$ cat src/rtl/ret_pop_state_machine.sv
// rtl/ret_pop_state_machine.sv - RET/RTI stack-pop sequencer: restores flags and PC one word per cycle
module ret_pop_state_machine #(
    parameter int PC_WIDTH   = 32,
    parameter int WORD_WIDTH = 16,
    parameter int FLAG_WIDTH = 4
) (
    input  logic                  clk_i,
    input  logic                  reset_i,
    input  logic                  ret_start_i,
    input  logic                  rti_start_i,
    input  logic                  flush_i,
    input  logic [WORD_WIDTH-1:0] mem_rdata_i,
    output logic                  pop_en_o,
    output logic                  stall_o,
    output logic [PC_WIDTH-1:0]   pc_out_o,
    output logic                  pc_valid_o,
    output logic [FLAG_WIDTH-1:0] flags_out_o,
    output logic                  flags_valid_o
);

    localparam int NW = PC_WIDTH / WORD_WIDTH;
    localparam int CW = (NW > 1) ? $clog2(NW) : 1;

    generate
        if ((PC_WIDTH % WORD_WIDTH) != 0 || PC_WIDTH < WORD_WIDTH) begin : g_bad_pc_width
            $error("PC_WIDTH must be a positive multiple of WORD_WIDTH");
        end
        if (FLAG_WIDTH > WORD_WIDTH || FLAG_WIDTH < 1) begin : g_bad_flag_width
            $error("FLAG_WIDTH must be between 1 and WORD_WIDTH");
        end
    endgenerate

    typedef enum logic [1:0] {
        IDLE      = 2'd0,
        POP_FLAGS = 2'd1,
        POP_PC    = 2'd2,
        DONE      = 2'd3
    } state_t;

    state_t                state_q, state_d;
    logic [CW-1:0]         cnt_q, cnt_d;
    logic                  rti_q, rti_d;
    logic [PC_WIDTH-1:0]   pc_q, pc_d;
    logic [FLAG_WIDTH-1:0] flags_q, flags_d;
    logic                  pop_en_q, pc_valid_q, flags_valid_q;

    always_comb begin
        state_d = state_q;
        cnt_d   = cnt_q;
        rti_d   = rti_q;
        pc_d    = pc_q;
        flags_d = flags_q;
        case (state_q)
            IDLE: begin
                if (flush_i) begin
                    state_d = IDLE;
                end else if (rti_start_i) begin
                    state_d = POP_FLAGS;
                    rti_d   = 1'b1;
                end else if (ret_start_i) begin
                    state_d = POP_PC;
                    rti_d   = 1'b0;
                    cnt_d   = CW'(NW - 1);
                end
            end
            POP_FLAGS: begin
                if (flush_i) begin
                    state_d = IDLE;
                end else begin
                    flags_d = mem_rdata_i[FLAG_WIDTH-1:0];
                    cnt_d   = CW'(NW - 1);
                    state_d = POP_PC;
                end
            end
            POP_PC: begin
                if (flush_i) begin
                    state_d = IDLE;
                end else begin
                    // Shift in MSW first; for NW==1 the shift clears pc_q entirely.
                    pc_d = (pc_q << WORD_WIDTH) | PC_WIDTH'(mem_rdata_i);
                    if (cnt_q == '0) begin
                        state_d = DONE;
                    end else begin
                        cnt_d = cnt_q - 1'b1;
                    end
                end
            end
            default: state_d = IDLE;
        endcase
    end

    // Outputs are registered from the next state so they stay pure Moore decodes.
    always_ff @(negedge clk_i or posedge reset_i) begin
        if (reset_i) begin
            state_q       <= IDLE;
            cnt_q         <= '0;
            rti_q         <= 1'b0;
            pc_q          <= '0;
            flags_q       <= '0;
            pop_en_q      <= 1'b0;
            pc_valid_q    <= 1'b0;
            flags_valid_q <= 1'b0;
        end else begin
            state_q       <= state_d;
            cnt_q         <= cnt_d;
            rti_q         <= rti_d;
            pc_q          <= pc_d;
            flags_q       <= flags_d;
            pop_en_q      <= (state_d == POP_FLAGS) || (state_d == POP_PC);
            pc_valid_q    <= (state_d == DONE);
            flags_valid_q <= (state_d == DONE) && rti_d;
        end
    end

    assign pop_en_o      = pop_en_q;
    assign stall_o       = pop_en_q;
    assign pc_out_o      = pc_q;
    assign pc_valid_o    = pc_valid_q;
    assign flags_out_o   = flags_q;
    assign flags_valid_o = flags_valid_q;

endmodule

$ cat config.mk
export PLATFORM = sky130hd
export DESIGN_NAME = ret_pop_state_machine
export DESIGN_NICKNAME = d
export VERILOG_FILES = /design/src/rtl/ret_pop_state_machine.sv
export SDC_FILE = /design/constraint.sdc
export NUM_CORES = 1
export LEC_CHECK = 0
export ABC_AREA = 0
export BUFFER_PORTS_ARGS = -buffer_cell sky130_fd_sc_hd__buf_4
export CORE_ASPECT_RATIO = 1.25
export CORE_MARGIN = 2
export CORE_UTILIZATION = 40
export CTS_CLUSTER_SIZE = 40
export DETAILED_ROUTE_END_ITERATION = 6
export HOLD_SLACK_MARGIN = 0.08
export PLACE_DENSITY = 0.66
export SETUP_SLACK_MARGIN = 0.15
export SYNTH_ARGS = -nofsm -noshare
export SYNTH_HDL_FRONTEND = slang
export SYNTH_SLANG_ARGS = --single-unit
$ cat constraint.sdc
create_clock -name clk_i -period 3.9 [get_ports clk_i]
set_input_delay 0.195 -clock clk_i [delete_from_list [all_inputs] [get_ports clk_i]]
set_output_delay 0.195 -clock clk_i [all_outputs]
set_load 0.05 [all_outputs]
## Yosys cells after proc, flatten, opt, wreduce, memory -nomap -nowiden

Index checks and enable logic that the tools add are counted.

| storage, ports and cells | value |
|---|---|
| register bits after elaboration | 43 |
| logic and storage cells | 46 |
| output and inout bits | 40 |
| bits of input ports | 21 |

| cells by class | value |
|---|---|
| reduce and logical (&&, ||, !) cells | 7 |
| $add $sub $neg | 1 |
| multiplexer cells | 18 |
| eq/ne operators | 10 |
| bitwise gates (word level) | 2 |

Operators by type and width:

| operator | number |
|---|---|
| 32-bit by 16-bit OR with 32-bit output | 1 |
| 2-bit 2-to-1 mux | 6 |
| 1-bit 2-to-1 mux | 10 |
| 2-bit != test, second input constant | 5 |
| 2-bit equality test, second input constant | 3 |
| 2-bit one-hot mux with 3 select lines | 1 |
| 6-bit AND reduction | 1 |
| 2-bit by 1-bit equality test with 1-bit output, second input constant | 2 |
| 2-bit AND reduction | 2 |
| 1-bit one-hot mux with 3 select lines | 1 |
| 3-bit nonzero test | 1 |
| 2-bit logical NOT | 1 |
| 1-bit logical AND | 1 |
| 1-bit logical OR | 1 |
| 1-bit NOT | 1 |
| 1-bit subtractor, second input constant | 1 |

## Depth between registers and ports, before layout

Gate-level depths: netlist of the first run.

| logic depth | value |
|---|---|
| depth after elaboration | 6 |
| mapped depth | 6 |
| depth with buffers taken out | 5 |

==> flow_summary.yaml, run 1 <==
status:
  status: "complete, no violations"
grt:
  met1_usage: 0.1491
  grt.busiest_layer: "met2"
  antenna_found_initial: 0
  grt_usage: 0.1440
  grt_use_met2: 0.2630
  grt_pass1_wl_microns: 5292
  grt_max_degree: 44
  overflow: 0
  use_met3: 0.05132
  first_global_vias: 1105
run:
  max-cap-violations: 0
finish:
  final_layout_size_suffix_gt1_frac: 0.6310
  final_common_cell: "buf_4"
  nFillCells: 372
  area_growth_pct: 33.21
  final_net_count: 189
  antenna_cells: 0
  fin_util: 0.5522
  layout_common_cells: "buf_4 (63), dfrtn_1 (43), mux2_2 (34), clkbuf_8 (5)"
  final_area_sq_um: 2263
power:
  power.switching_mw: 0.9925
  swShare: 0.4680
  p_int_mw: 1.128
  static-leakage-power_nw: 1.065
  ir_drop_v: 0.0003801
  p_comb_frac: 0.525
  pwr-share-seq: 0.351
  pwr-share-clk: 0.124
  p_per_area_nw_per_um2: 936.9
sta:
  hold_violations: 0
  tightest_slew_ns: 0.5264
  fin_skew_ns: 0.006049
  maxSlewHeadroom: 0.6491
  rsz0062_at_grt: "no"
  setup_viol: 0
  fin_tns_setup_ns: 0
  maxSlewViolCount: 0
floorplanning:
  die_h_microns: 76.87
  dieArea_sq_um: 4789
  core_area_sq_um: 4099
  start_util: 0.4145
  die_x_microns: 62.30
  ios: 61
  rows: 26
critical_path:
  arrival_ns: 2.89
  start_kind: "flop"
  crit_chain: "buf_4"
  cp_num_buf_inv: 1
  worstSetupPathType: "flop to output pin"
  cp_slowest_cell: "dfrtn_1"
  endpoint_kind: "output pin"
  cp_max_fo: 3
  crit_family: "flip-flops"
  worst_ep_required_time_ns: 3.70
  slowest_delay_ns: 0.44
logic_synthesis:
  yosysSeqAreaShare: 0.6333
  ys_ff_latch: 43
  netlist_top_cells_area: "dfrtn_1 (63%), mux2_2 (23%), buf_6 (2.7%), mux2_1 (1.3%), nor3b_4 (1.1%)"
  avgSynthCellArea_sq_um: 16.50
  synth_cell_type_count: 22
  syn_area_sq_um: 1699
  ys_warn_count: 0
  synth_largest_area_cell: "dfrtn_1"
  synth_nets: 125
  synth_top_area_frac: 0.6333
  syn_inst: 103
cts:
  ctsResizeCount: 0
  cts_max_path_buffers: 2
  postCtsSetupRepairBufs: 0
  clock_sinks: 43
  cts_hold_buf: 0
  cts_tree: "done"
  clock_latency_ns: 0.29
  cts_htree_levels: 2
  clkTransAtPathRegs_ns: 0.05
  cts-root-buf: "clkbuf_8"
  cts_buffers: 5
routing:
  drc: 0
  ant_nets: 0
  firstDrtPassIters: 2
  via_per_inst: 4.781
  wl_microns: 3139
  wire_per_inst_microns: 14.01
  vias: 1071
  first_iter_violations: 48
place:
  gp_congestion: 0.7934
  dp_hpwl_microns: 2253
  port_buffers: 60
  place_area_sq_um: 2182
hold_path:
  min_path_type: "flop to flop"
==> synth_stat cells <==
cell / instances
or4b_4: 1
o311a_1: 1
inv_1: 1
a21oi_1: 1
o21bai_1: 1
a211oi_1: 1
nor3b_4: 1
nand2b_1: 2
ha_1: 1
and2_1: 1
nor3b_2: 1
nor3_1: 1
o31a_1: 1
a22o_1: 1
mux2_1: 2
mux2_2: 34
buf_4: 2
nor2b_1: 1
a32o_1: 1
dfrtn_1: 43
or3b_1: 1
buf_6: 4
==> registers in the layout, summed over array words and instances (netlist names) <==
name           count
rti_q              1
flags_out_o        4
cnt_q              1
state_q            2
flags_valid_o      1
pc_out_o          32
pc_valid_o         1
pop_en_o           1
==> layer usage <==
metal / share of wire / vias up
met5: 0 / -
met1: 0.37 / 548
li1: - / 493
met2: 0.57 / 28
met3: 0.054 / 2
met4: 0.0073 / 0
==> cell families after synthesis <==
| family | Yosys count | share of synthesized area |
|---|---|---|
| flip-flops | 43 | 0.6333 |
| multiplexers | 36 | 0.2386 |
| AND/OR/NAND/NOR | 9 | 0.04934 |
| AO/OA/AOI/OAI | 7 | 0.03388 |
| buffers and inverters | 7 | 0.03755 |
| adder cells (fa/ha/maj) | 1 | 0.007363 |
==> power groups by stage <==
| stage | Combinational, mW | Sequential, mW | Clock [mW] |
|---|---|---|---|
| after detailed placement | 1.12 | 0.754 | 0 |
| after CTS | 1.13 | 0.748 | 0.273 |
| after global routing | 1.16 | 0.772 | 0.294 |
| after floorplan | 0.210 | 1.32 | 0 |
| after global placement | 1.11 | 0.745 | 0 |
| final | 1.11 | 0.744 | 0.262 |
==> layout make-up <==
class / instances / area, sq um / area share
Multi-Input combinational cell: 53 / 559.3 / 0.2471
Tap cell: 56 / 70.07 / 0.03096
Inverter: 1 / 3.754 / 0.001658
Sequential cell: 43 / 1076 / 0.4754
Timing Repair Buffer: 63 / 473.0 / 0.2090
Clock buffer: 7 / 76.32 / 0.03372
Clock inverter: 1 / 5.005 / 0.002211
==> final timing paths <==
kind / start / endpoint / slack, ns / depth (start not counted)
max in group asynchronous: reset_i / pc_out_o[28]$_DFFE_NP0P_ / 1.64 / 3
hold / removal: rti_q$_DFF_NP0_ / rti_q$_DFF_NP0_ / 0.45 / 1
setup / recovery: pc_out_o[4]$_DFFE_NP0P_ / pc_out_o[4] / 0.82 / 1
min in group asynchronous: reset_i / pc_valid_o$_DFF_NP0_ / 1.86 / 3
setup reg to reg: state_q[1]$_DFF_NP0_ / pc_out_o[14]$_DFFE_NP0P_ / 2.23 / 3
hold reg to reg: rti_q$_DFF_NP0_ / rti_q$_DFF_NP0_ / 0.45 / 1
==> per-stage QoR <==
step	setup slack, ns	hold slack, ns	power, mW	cells
finish	0.8174	0.4509	2.121	224
floorplan	0.6989	0.4185	1.531	103
detailed placement	0.5211	0.4369	1.879	216
CTS	0.8100	0.4460	2.147	224
global route	0.7780	0.4634	2.222	224
global placement	0.5615	0.4345	1.858	216
Note: power is estimated with default switching activity, not from simulation.
==> inputs of run 2 (changes only) <==
clock period = 2.9 ns   (was 3.9 ns; I/O delays follow)
==> run 2 against run 1 <==
Final area increased by 1.5%. Clock-buffer cell count unchanged. Hold slack improved by 0.0050 ns. Clock power increased by 56%. Via count increased by 0.47%. Total power increased by 38%. Sequential share of layout area decreased by 0.72 points. Register-to-register slack got worse by 0.96 ns. Wire length increased by 2.5%. Non-clock buffer count unchanged. Utilization increased by 0.85 points. First-iteration DRC count decreased by 27%. Critical path type unchanged. Critical endpoint is now pc_out_o[5].
==> flow_summary.yaml, run 2 (same netlist as run 1, synthesis figures left out) <==
sta:
  rsz0062_at_grt: "no"
  fin_skew_ns: 0.003738
  tightest_slew_ns: 0.6841
  maxSlewHeadroom: 0.5411
  whs_ns: 0.4559
  hold_violations: 0
  setup_viol: 0
  maxSlewViolCount: 0
  fin_tns_setup_ns: 0
cts:
  cts_htree_levels: 2
  cts_hold_buf: 0
  cts-root-buf: "clkbuf_8"
  clkTransAtPathRegs_ns: 0.05
  clock_sinks: 43
  postCtsSetupRepairBufs: 0
  ctsResizeCount: 0
  cts_buffers: 5
  cts_max_path_buffers: 2
  clock_latency_ns: 0.29
  cts_tree: "done"
finish:
  largest_register_ffs: 32
  area_growth_pct: 35.27
  nFillCells: 374
  seqCellArea_sq_um: 1076
  antenna_cells: 0
  multiInputGateArea_sq_um: 559.3
  final_layout_size_suffix_gt1_frac: 0.6429
  fin_util: 0.5607
  final_common_cell: "buf_4"
  final_net_count: 189
  layout_common_cells: "buf_4 (62), dfrtn_1 (43), mux2_2 (34), clkbuf_8 (7)"
critical_path:
  start_kind: "flop"
  crit_path_start: "pc_out_o[5]$_DFFE_NP0P_"
  worstSetupPathType: "flop to output pin"
  crit_chain: "buf_4"
  arrival_ns: 2.40
  slowest_delay_ns: 0.45
  cp.depth: 1
  cp_max_fo: 3
  endpoint_kind: "output pin"
  cp_num_buf_inv: 1
  worst_ep_required_time_ns: 2.76
  reg2regPathDepth: 3
  cp_slowest_cell: "dfrtn_1"
  r2r-start: "state_q[1]$_DFF_NP0_"
  crit_family: "flip-flops"
grt:
  grt.busiest_layer: "met2"
  grt_use_met2: 0.2783
  met1_usage: 0.1517
  overflow: 0
  first_global_vias: 1167
  grt_max_degree: 26
  use_met3: 0.03959
  grt_usage: 0.1521
  antenna_found_initial: 0
  grt_pass1_wl_microns: 5637
floorplanning:
  die_x_microns: 62.30
  rows: 26
  core_area_sq_um: 4099
  dieArea_sq_um: 4789
  ios: 61
  start_util: 0.4145
  die_h_microns: 76.87
power:
  static-leakage-power_nw: 1.078
  p_per_area_nw_per_um2: 1271
  power_mw: 2.920
  ir_drop_v: 0.0004767
routing:
  wl_microns: 3219
  vias: 1076
  via_per_inst: 4.804
  firstDrtPassIters: 4
  wire_per_inst_microns: 14.37
  drc: 0
  ant_nets: 0
  first_iter_violations: 35
place:
  gp_congestion: 0.7634
  port_buffers: 60
  dp_hpwl_microns: 2488
status:
  status: "complete, no violations"
run:
  max-cap-violations: 0
hold_path:
  worstHoldStart: "pc_out_o[17]$_DFFE_NP0P_"
  whs_path_depth: 1
  min_path_type: "flop to flop"
run 2: cell types whose count changed in the layout (fill, tap and decap cells not counted), sizes merged:
cell and delta:
clkinv -1, clkinvlp +1
run 2: layer usage:
| layer | up-vias | wire length [microns] |
|---|---|---|
| li1 | 494 | - |
| met1 | 542 | 1129 |
| met2 | 30 | 1831 |
| met3 | 10 | 151 |
| met4 | 0 | 106 |
| met5 | - | 0 |
run 2: final cells by class:
class	count	area share
Timing Repair Buffer	63	0.2112
Inverter	1	0.001633
Tap cell	56	0.03048
Multi-Input combinational cell	53	0.2433
Sequential cell	43	0.4682
Clock inverter	1	0.003266
Clock buffer	7	0.04192
run 2: stage by stage:
| step | worst slack [ns] | area [sq um] | instances |
|---|---|---|---|
| floorplan | 0.2489 | 1699 | 103 |
| global placement | 0.1120 | 2195 | 216 |
| detailed placement | 0.07639 | 2195 | 216 |
| CTS | 0.3484 | 2298 | 224 |
| global route | 0.3061 | 2298 | 224 |
| finish | 0.3503 | 2298 | 224 |
run 2: where the power goes:
group / internal (mW) / switching (mW)
logic: 0.496 / 1.01
registers: 0.854 / 0.151
clock network: 0.216 / 0.191
run 2: path summary, 6_finish.rpt:
path / endpoint / slack, ns
worst max-delay path: pc_out_o[5] / 0.35
worst min-delay path: pc_out_o[17]$_DFFE_NP0P_ / 0.46
worst max register to register: pc_out_o[11]$_DFFE_NP0P_ / 1.27
worst min register to register: pc_out_o[17]$_DFFE_NP0P_ / 0.46
max in group asynchronous: pc_out_o[31]$_DFFE_NP0P_ / 1.15
min in group asynchronous: pc_out_o[25]$_DFFE_NP0P_ / 1.21
